### src/rtl/redmule_x_tile_scheduler.sv
// X-operand tile scheduler: walks the (row, w, col) tile loop nest, issues one
// address-generator request per tile and limits tiles in flight with credits.
module redmule_x_tile_scheduler #(
  parameter int unsigned DW        = 512,
  parameter int unsigned W         = 12,
  parameter int unsigned CNT_W     = 16,
  parameter int unsigned ADDR_W    = 32,
  parameter int unsigned MAX_AHEAD = 2,
  localparam int unsigned LEN_W    = $clog2(W) + 1
) (
  input  logic              clk_i,
  input  logic              rst_i,
  input  logic              clear_i,
  input  logic              start_i,
  input  logic [ADDR_W-1:0] x_addr_i,
  input  logic [ADDR_W-1:0] col_step_i,
  input  logic [ADDR_W-1:0] x_rows_offs_i,
  input  logic [ADDR_W-1:0] x_d1_stride_i,
  input  logic [CNT_W-1:0]  n_cols_i,
  input  logic [CNT_W-1:0]  n_w_i,
  input  logic [CNT_W-1:0]  n_rows_i,
  input  logic [7:0]        leftover_i,
  input  logic              mx_enable_i,
  input  logic              ready_start_i,
  input  logic              done_i,
  input  logic              consumed_i,
  output logic              req_start_o,
  output logic [ADDR_W-1:0] base_addr_o,
  output logic [ADDR_W-1:0] d1_stride_o,
  output logic [LEN_W-1:0]  tot_len_o,
  output logic [LEN_W-1:0]  d1_len_o,
  output logic              busy_o,
  output logic              finished_o,
  output logic              err_o
);

  localparam int unsigned CR_W = $clog2(MAX_AHEAD + 1);

  typedef enum logic [1:0] {IDLE, ISSUE, RUN, DRAIN} state_e;

  // Handshake: a request is presented only when the source is ready and a
  // credit is free, so every cycle req_start_o is high is an accepted issue.
  state_e            state_q;
  logic [CR_W-1:0]   credits_q;
  logic              err_q;
  logic              finished_q;

  logic [ADDR_W-1:0] x_addr_q, col_step_q, rows_offs_q, d1_stride_q;
  logic [CNT_W-1:0]  n_cols_q, n_w_q, n_rows_q;
  logic [7:0]        leftover_q;
  logic              mx_q;

  logic [CNT_W-1:0]  col_q, w_q, row_q;
  logic [ADDR_W-1:0] col_offs_q, row_offs_q;

  logic col_last, w_last, row_last, tile_last, issue, zero_cfg;
  logic [8:0] n_tile;

  assign col_last  = (col_q == n_cols_q - CNT_W'(1));
  assign w_last    = (w_q == n_w_q - CNT_W'(1));
  assign row_last  = (row_q == n_rows_q - CNT_W'(1));
  assign tile_last = col_last && w_last && row_last;
  assign zero_cfg  = (n_cols_i == '0) || (n_w_i == '0) || (n_rows_i == '0);

  assign req_start_o = (state_q == ISSUE) && ready_start_i && (credits_q != '0);
  assign issue       = req_start_o;

  // Only the final row tile may be short; a leftover of 0 means a full tile.
  assign n_tile = (row_last && leftover_q != 8'd0) ? {1'b0, leftover_q} : 9'(W);

  assign base_addr_o = x_addr_q + row_offs_q + col_offs_q;
  assign tot_len_o   = mx_q ? LEN_W'((n_tile + 9'd1) >> 1) : LEN_W'(n_tile);
  assign d1_len_o    = mx_q ? LEN_W'(W >> 1) : LEN_W'(W);
  assign d1_stride_o = mx_q ? ADDR_W'(DW / 8) : d1_stride_q;
  assign busy_o      = (state_q != IDLE);
  assign finished_o  = finished_q;
  assign err_o       = err_q;

  always_ff @(posedge clk_i) begin
    if (rst_i || clear_i) begin
      state_q     <= IDLE;
      credits_q   <= CR_W'(MAX_AHEAD);
      err_q       <= 1'b0;
      finished_q  <= 1'b0;
      x_addr_q    <= '0;
      col_step_q  <= '0;
      rows_offs_q <= '0;
      d1_stride_q <= '0;
      n_cols_q    <= '0;
      n_w_q       <= '0;
      n_rows_q    <= '0;
      leftover_q  <= '0;
      mx_q        <= 1'b0;
      col_q       <= '0;
      w_q         <= '0;
      row_q       <= '0;
      col_offs_q  <= '0;
      row_offs_q  <= '0;
    end else begin
      finished_q <= 1'b0;

      // A credit return with nothing outstanding is a protocol error.
      if (issue && !consumed_i) begin
        credits_q <= credits_q - CR_W'(1);
      end else if (consumed_i && !issue) begin
        if (credits_q == CR_W'(MAX_AHEAD)) err_q <= 1'b1;
        else credits_q <= credits_q + CR_W'(1);
      end

      case (state_q)
        IDLE: begin
          if (start_i) begin
            x_addr_q    <= x_addr_i;
            col_step_q  <= col_step_i;
            rows_offs_q <= x_rows_offs_i;
            d1_stride_q <= x_d1_stride_i;
            n_cols_q    <= n_cols_i;
            n_w_q       <= n_w_i;
            n_rows_q    <= n_rows_i;
            leftover_q  <= leftover_i;
            mx_q        <= mx_enable_i;
            state_q     <= zero_cfg ? DRAIN : ISSUE;
          end
        end
        ISSUE: begin
          if (issue) state_q <= RUN;
        end
        RUN: begin
          if (done_i) begin
            if (col_last) begin
              col_q      <= '0;
              col_offs_q <= '0;
              if (w_last) begin
                w_q <= '0;
                if (row_last) begin
                  row_q      <= '0;
                  row_offs_q <= '0;
                end else begin
                  row_q      <= row_q + CNT_W'(1);
                  row_offs_q <= row_offs_q + rows_offs_q;
                end
              end else begin
                w_q <= w_q + CNT_W'(1);
              end
            end else begin
              col_q      <= col_q + CNT_W'(1);
              col_offs_q <= col_offs_q + col_step_q;
            end
            state_q <= tile_last ? DRAIN : ISSUE;
          end
        end
        DRAIN: begin
          if (credits_q == CR_W'(MAX_AHEAD)) begin
            state_q    <= IDLE;
            finished_q <= 1'b1;
          end
        end
        default: state_q <= IDLE;
      endcase
    end
  end

endmodule

### config.mk
export PLATFORM = sky130hd
export DESIGN_NAME = redmule_x_tile_scheduler
export DESIGN_NICKNAME = d
export VERILOG_FILES = /design/src/rtl/redmule_x_tile_scheduler.sv
export SDC_FILE = /design/constraint.sdc
export NUM_CORES = 1
export LEC_CHECK = 0
export CAP_MARGIN = 20
export CORE_MARGIN = 3
export CORE_UTILIZATION = 60
export DETAILED_ROUTE_END_ITERATION = 8
export HOLD_SLACK_MARGIN = 0.02
export PLACE_DENSITY = 0.89
export SLEW_MARGIN = 25
export SYNTH_ARGS = -nofsm -noshare
export SYNTH_HDL_FRONTEND = slang
export SYNTH_SLANG_ARGS = --single-unit
### constraint.sdc
create_clock -name clk_i -period 11.71 [get_ports clk_i]
set_input_delay 2.342 -clock clk_i [delete_from_list [all_inputs] [get_ports clk_i]]
set_output_delay 2.342 -clock clk_i [all_outputs]
set_load 0.1 [all_outputs]
==> out/metrics.yaml <==
critical_path:
  crit_family: "compound AO/OA/AOI/OAI gates"
  rr_startpoint: "n_cols_q[0]"
  crit_path_cell_trace: "fa_1, ha_1, inv_1, fa_1, nand2b_1, a21oi_1, o221ai_1, a21o_1, o311ai_0, nand2_1, a2111oi_0, o21a_1, o21ai_0, a21oi_1, clkdlybuf4s50_1"
  crit_fanout: 4
  cp-end-kind: "output port"
  rrSetupSlack_ns: 6.87
  reg2reg_depth: 11
  worstSetupPathDepth: 15
  cp.required_ns: 9.37
  timing.rr.end: "row_offs_q[31]"
  critPathMaxStageDelay_ns: 1.15
  critPathLaunchType: "register"
  endpoint: "base_addr_o[29]"
  path_buf_inv: 2
  slowest_stage: "clkdlybuf4s50_1"
  setup.worst_path.start: "col_offs_q[1]"
  arrival_ns: 6.17
  critical_path_class: "register to output port"
die:
  dieArea_mm2: 0.03232
  die_w_um: 179.8
  core_mm2: 0.02925
  ioPinCount: 270
  die_height_um: 179.8
  std_cell_rows: 62
  start_util: 0.6195
detailed_routing:
  wl_um: 52850
  avgRoutedWirePerCell_um: 18.34
  vias: 17535
  ant_nets: 0
  drc: 0
  firstDrtPassIters: 6
  drtIter0Drc: 1630
  via_per_inst: 6.084
synthesis:
  async_reset_ff_frac: 0
  synthCells: 2266
  synth.area.top_cells: "dfxtp_1 (33%), nand2_1 (9.5%), a21oi_1 (8.1%)"
  netlist_area_mm2: 0.01812
  synth_most_common_cell: "nand2_1"
  synth_edf_count: 0
  ys_top_cells_by_count: "nand2_1 (458), dfxtp_1 (303), a21oi_1 (293), nor2_1 (133), xnor2_1 (124)"
  yosysSeqAreaShare: 0.3348
  netlist.area_leader.share: 0.3348
  syn_area_per_cell_um2: 7.995
  synth.distinct_cells: 87
  yosys.area.top_type: "dfxtp_1"
  yosys_warnings: 0
  synth_seq_cells: 303
  ys.flop_type: "dfxtp_1"
cells_and_area:
  fin_cells: 2882
  layout-drive-gt1-share: 0.03968
  final_cell_area_mm2: 0.02216
  syn_to_final_growth_pct: 22.33
  finalNetCount: 2797
global_routing:
  antenna_found_initial: 3
  gr-total-overflow: 0
  grt_first_pass_wirelength_um: 85480
  grt_max_degree: 109
  grt_usage: 0.3112
  grt_pass1_vias: 17041
power_and_ir_drop:
  seqPwrFrac: 0.412
  switching_power_mw: 0.6830
  power_mw: 2.607
  p_int_mw: 1.924
  leakage_nw: 8.950
  swShare: 0.2620
  combPwrFrac: 0.136
  clockPowerShare: 0.451
  irDropWorstVdd_uv: 90.14
  p_per_area_mw_per_mm2: 117.6
flow_run:
  cap_viol_max_count: 0
cts:
  clock_sinks: 303
  cts_inserted_buffers: 34
  cts_root_buf: "clkbuf_16"
  cts_max_level: 2
  cts_tree: "built"
  clock_path_buffers: 3
  cts_hold_buffers: 0
  path_clk_slew_ns: 0.06
  clock_latency_ns: 0.52
  post_cts_buffers: 0
  cts_resized: 0
sta:
  maxSlewHeadroom: 0.3112
  fin_crit_ns: 8.509
  worst_slew_pin_slew_ns: 1.030
  final.setup_skew_ns: 0.01432
  hold_viol_final: 0
  post-route-period-util: 0.7266
  rsz0062_at_grt: "false"
  setup_violations: 0
  final-max-slew-violation-count: 0
  finalSetupTns_ns: 0
  fmax_ghz: 0.1175
place:
  portBuffers: 266
  routabilityCongestion: 0.9130
  place_hpwl_um: 37900
  place_area_mm2: 0.02092
  place_inst: 2818
worst_hold_path:
  hp-class: "register to register"
run_status:
  status: "finished, final reports clean"
## power by group through the flow
| stage | Combinational (mW) | Clock, mW | Sequential, mW |
|---|---|---|---|
| after floorplan | 0.229 | 0 | 1.09 |
| after global placement | 0.343 | 0 | 1.10 |
| after detailed placement | 0.350 | 0 | 1.10 |
| after CTS | 0.353 | 1.18 | 1.07 |
| after global routing | 0.382 | 1.22 | 1.08 |
| final | 0.356 | 1.18 | 1.07 |
## routing by layer
layer / vias to the layer above / global-route usage / share of wire
met4: 0 / 0.1321 / 0.039
met3: 148 / 0.03981 / 0.070
li1: 8337 / - / -
met2: 803 / 0.5240 / 0.48
met5: - / 0 / 0
met1: 8247 / 0.4039 / 0.42
## sequential cells by signal (all words and copies together) (netlist names), 32 cells and up
| register | cells |
|---|---|
| col_offs_q | 32 |
| col_step_q | 32 |
| d1_stride_q | 32 |
| row_offs_q | 32 |
| rows_offs_q | 32 |
| x_addr_q | 32 |
## layout make-up
class | instances | area (um2)
multi-input combinational | 1801 | 11440
fill | 2048 | 7082
sequential | 303 | 6066
timing repair buffer | 276 | 2741
clock buffer | 47 | 1001
tap | 384 | 480.5
clock inverter | 14 | 227.7
inverter | 54 | 202.7
antenna | 3 | 7.507
## cell families (layout without fill, tap and decap cells)
logic type | after synthesis | in the layout | synth area share
AO/OA/AOI/OAI | 572 | 572 | 0.1972
flip-flops | 303 | 303 | 0.3348
adder cells (fa/ha/maj) | 135 | 135 | 0.1073
XOR/XNOR | 186 | 186 | 0.08992
multiplexers | 9 | 9 | 0.005180
other | 2 | 6 | 0.0004145
AND/OR/NAND/NOR | 896 | 896 | 0.2298
buffers and inverters | 163 | 391 | 0.03536
## worst register-to-register path, delay by kind of cell, from the launching register on
| family | cells | cell delay [ns] |
|---|---|---|
| buffers and inverters | 1 | 0.41 |
| and+or+nand+nor | 7 | 3.51 |
| AOI/OAI and AO/OA | 2 | 0.28 |
| DFF | 1 | 0.37 |
| xor gates and xnor gates | 1 | 0.20 |
## through the flow
step	setup slack, ns	hold WS (ns)	utilization
floorplan	3.104	0.4316	-
global placement	3.900	0.4369	0.7154
detailed placement	3.782	0.4417	0.7154
CTS	3.233	0.4505	0.7574
global route	2.932	0.4685	0.7579
finish	3.201	0.4494	0.7579
## cell usage in the layout (no fill, tap or decap), types with 6 or more instances in the layout
| cell | instances |
|---|---|
| nand2_1 | 458 |
| dfxtp_1 | 303 |
| a21oi_1 | 293 |
| clkdlybuf4s50_1 | 266 |
| nor2_1 | 130 |
| xnor2_1 | 124 |
| ha_1 | 101 |
| xor2_1 | 62 |
| nand3_1 | 59 |
| o21ai_0 | 54 |
| inv_1 | 54 |
| nor2b_1 | 42 |
| a21o_1 | 42 |
| a22o_1 | 38 |
| clkbuf_16 | 35 |
| fa_1 | 34 |
| nor3_1 | 32 |
| nand4_1 | 28 |
| nor4_1 | 25 |
| and3_1 | 22 |
| nand2b_1 | 20 |
| a211oi_1 | 15 |
| a31oi_1 | 14 |
| or3_1 | 14 |
| o21a_1 | 13 |
| o211ai_1 | 11 |
| o21bai_1 | 10 |
| buf_4 | 9 |
| and2_1 | 8 |
| o311ai_0 | 8 |
| nand3b_1 | 8 |
| clkbuf_8 | 8 |
| o31ai_1 | 7 |
| a22oi_1 | 7 |
| or4_1 | 6 |
| a2111oi_0 | 6 |
| a21boi_0 | 6 |
| mux2i_1 | 6 |
| clkinv_2 | 6 |
| bufinv_16 | 6 |
## how the worst min path moves through the flow
stage / cells past startpoint / startpoint / end / slack [ns]
5_1_grt: 2 / d1_stride_q[20] / d1_stride_q[20] / 0.47
4_1_cts: 2 / d1_stride_q[0] / d1_stride_q[0] / 0.45
3_3_place_gp: 2 / d1_stride_q[15] / d1_stride_q[15] / 0.44
6_report: 2 / d1_stride_q[19] / d1_stride_q[19] / 0.45
3_5_place_dp: 2 / d1_stride_q[0] / d1_stride_q[0] / 0.44
2_1_floorplan: 2 / d1_stride_q[6] / d1_stride_q[6] / 0.43
Note: power is estimated with default switching activity, not from simulation.
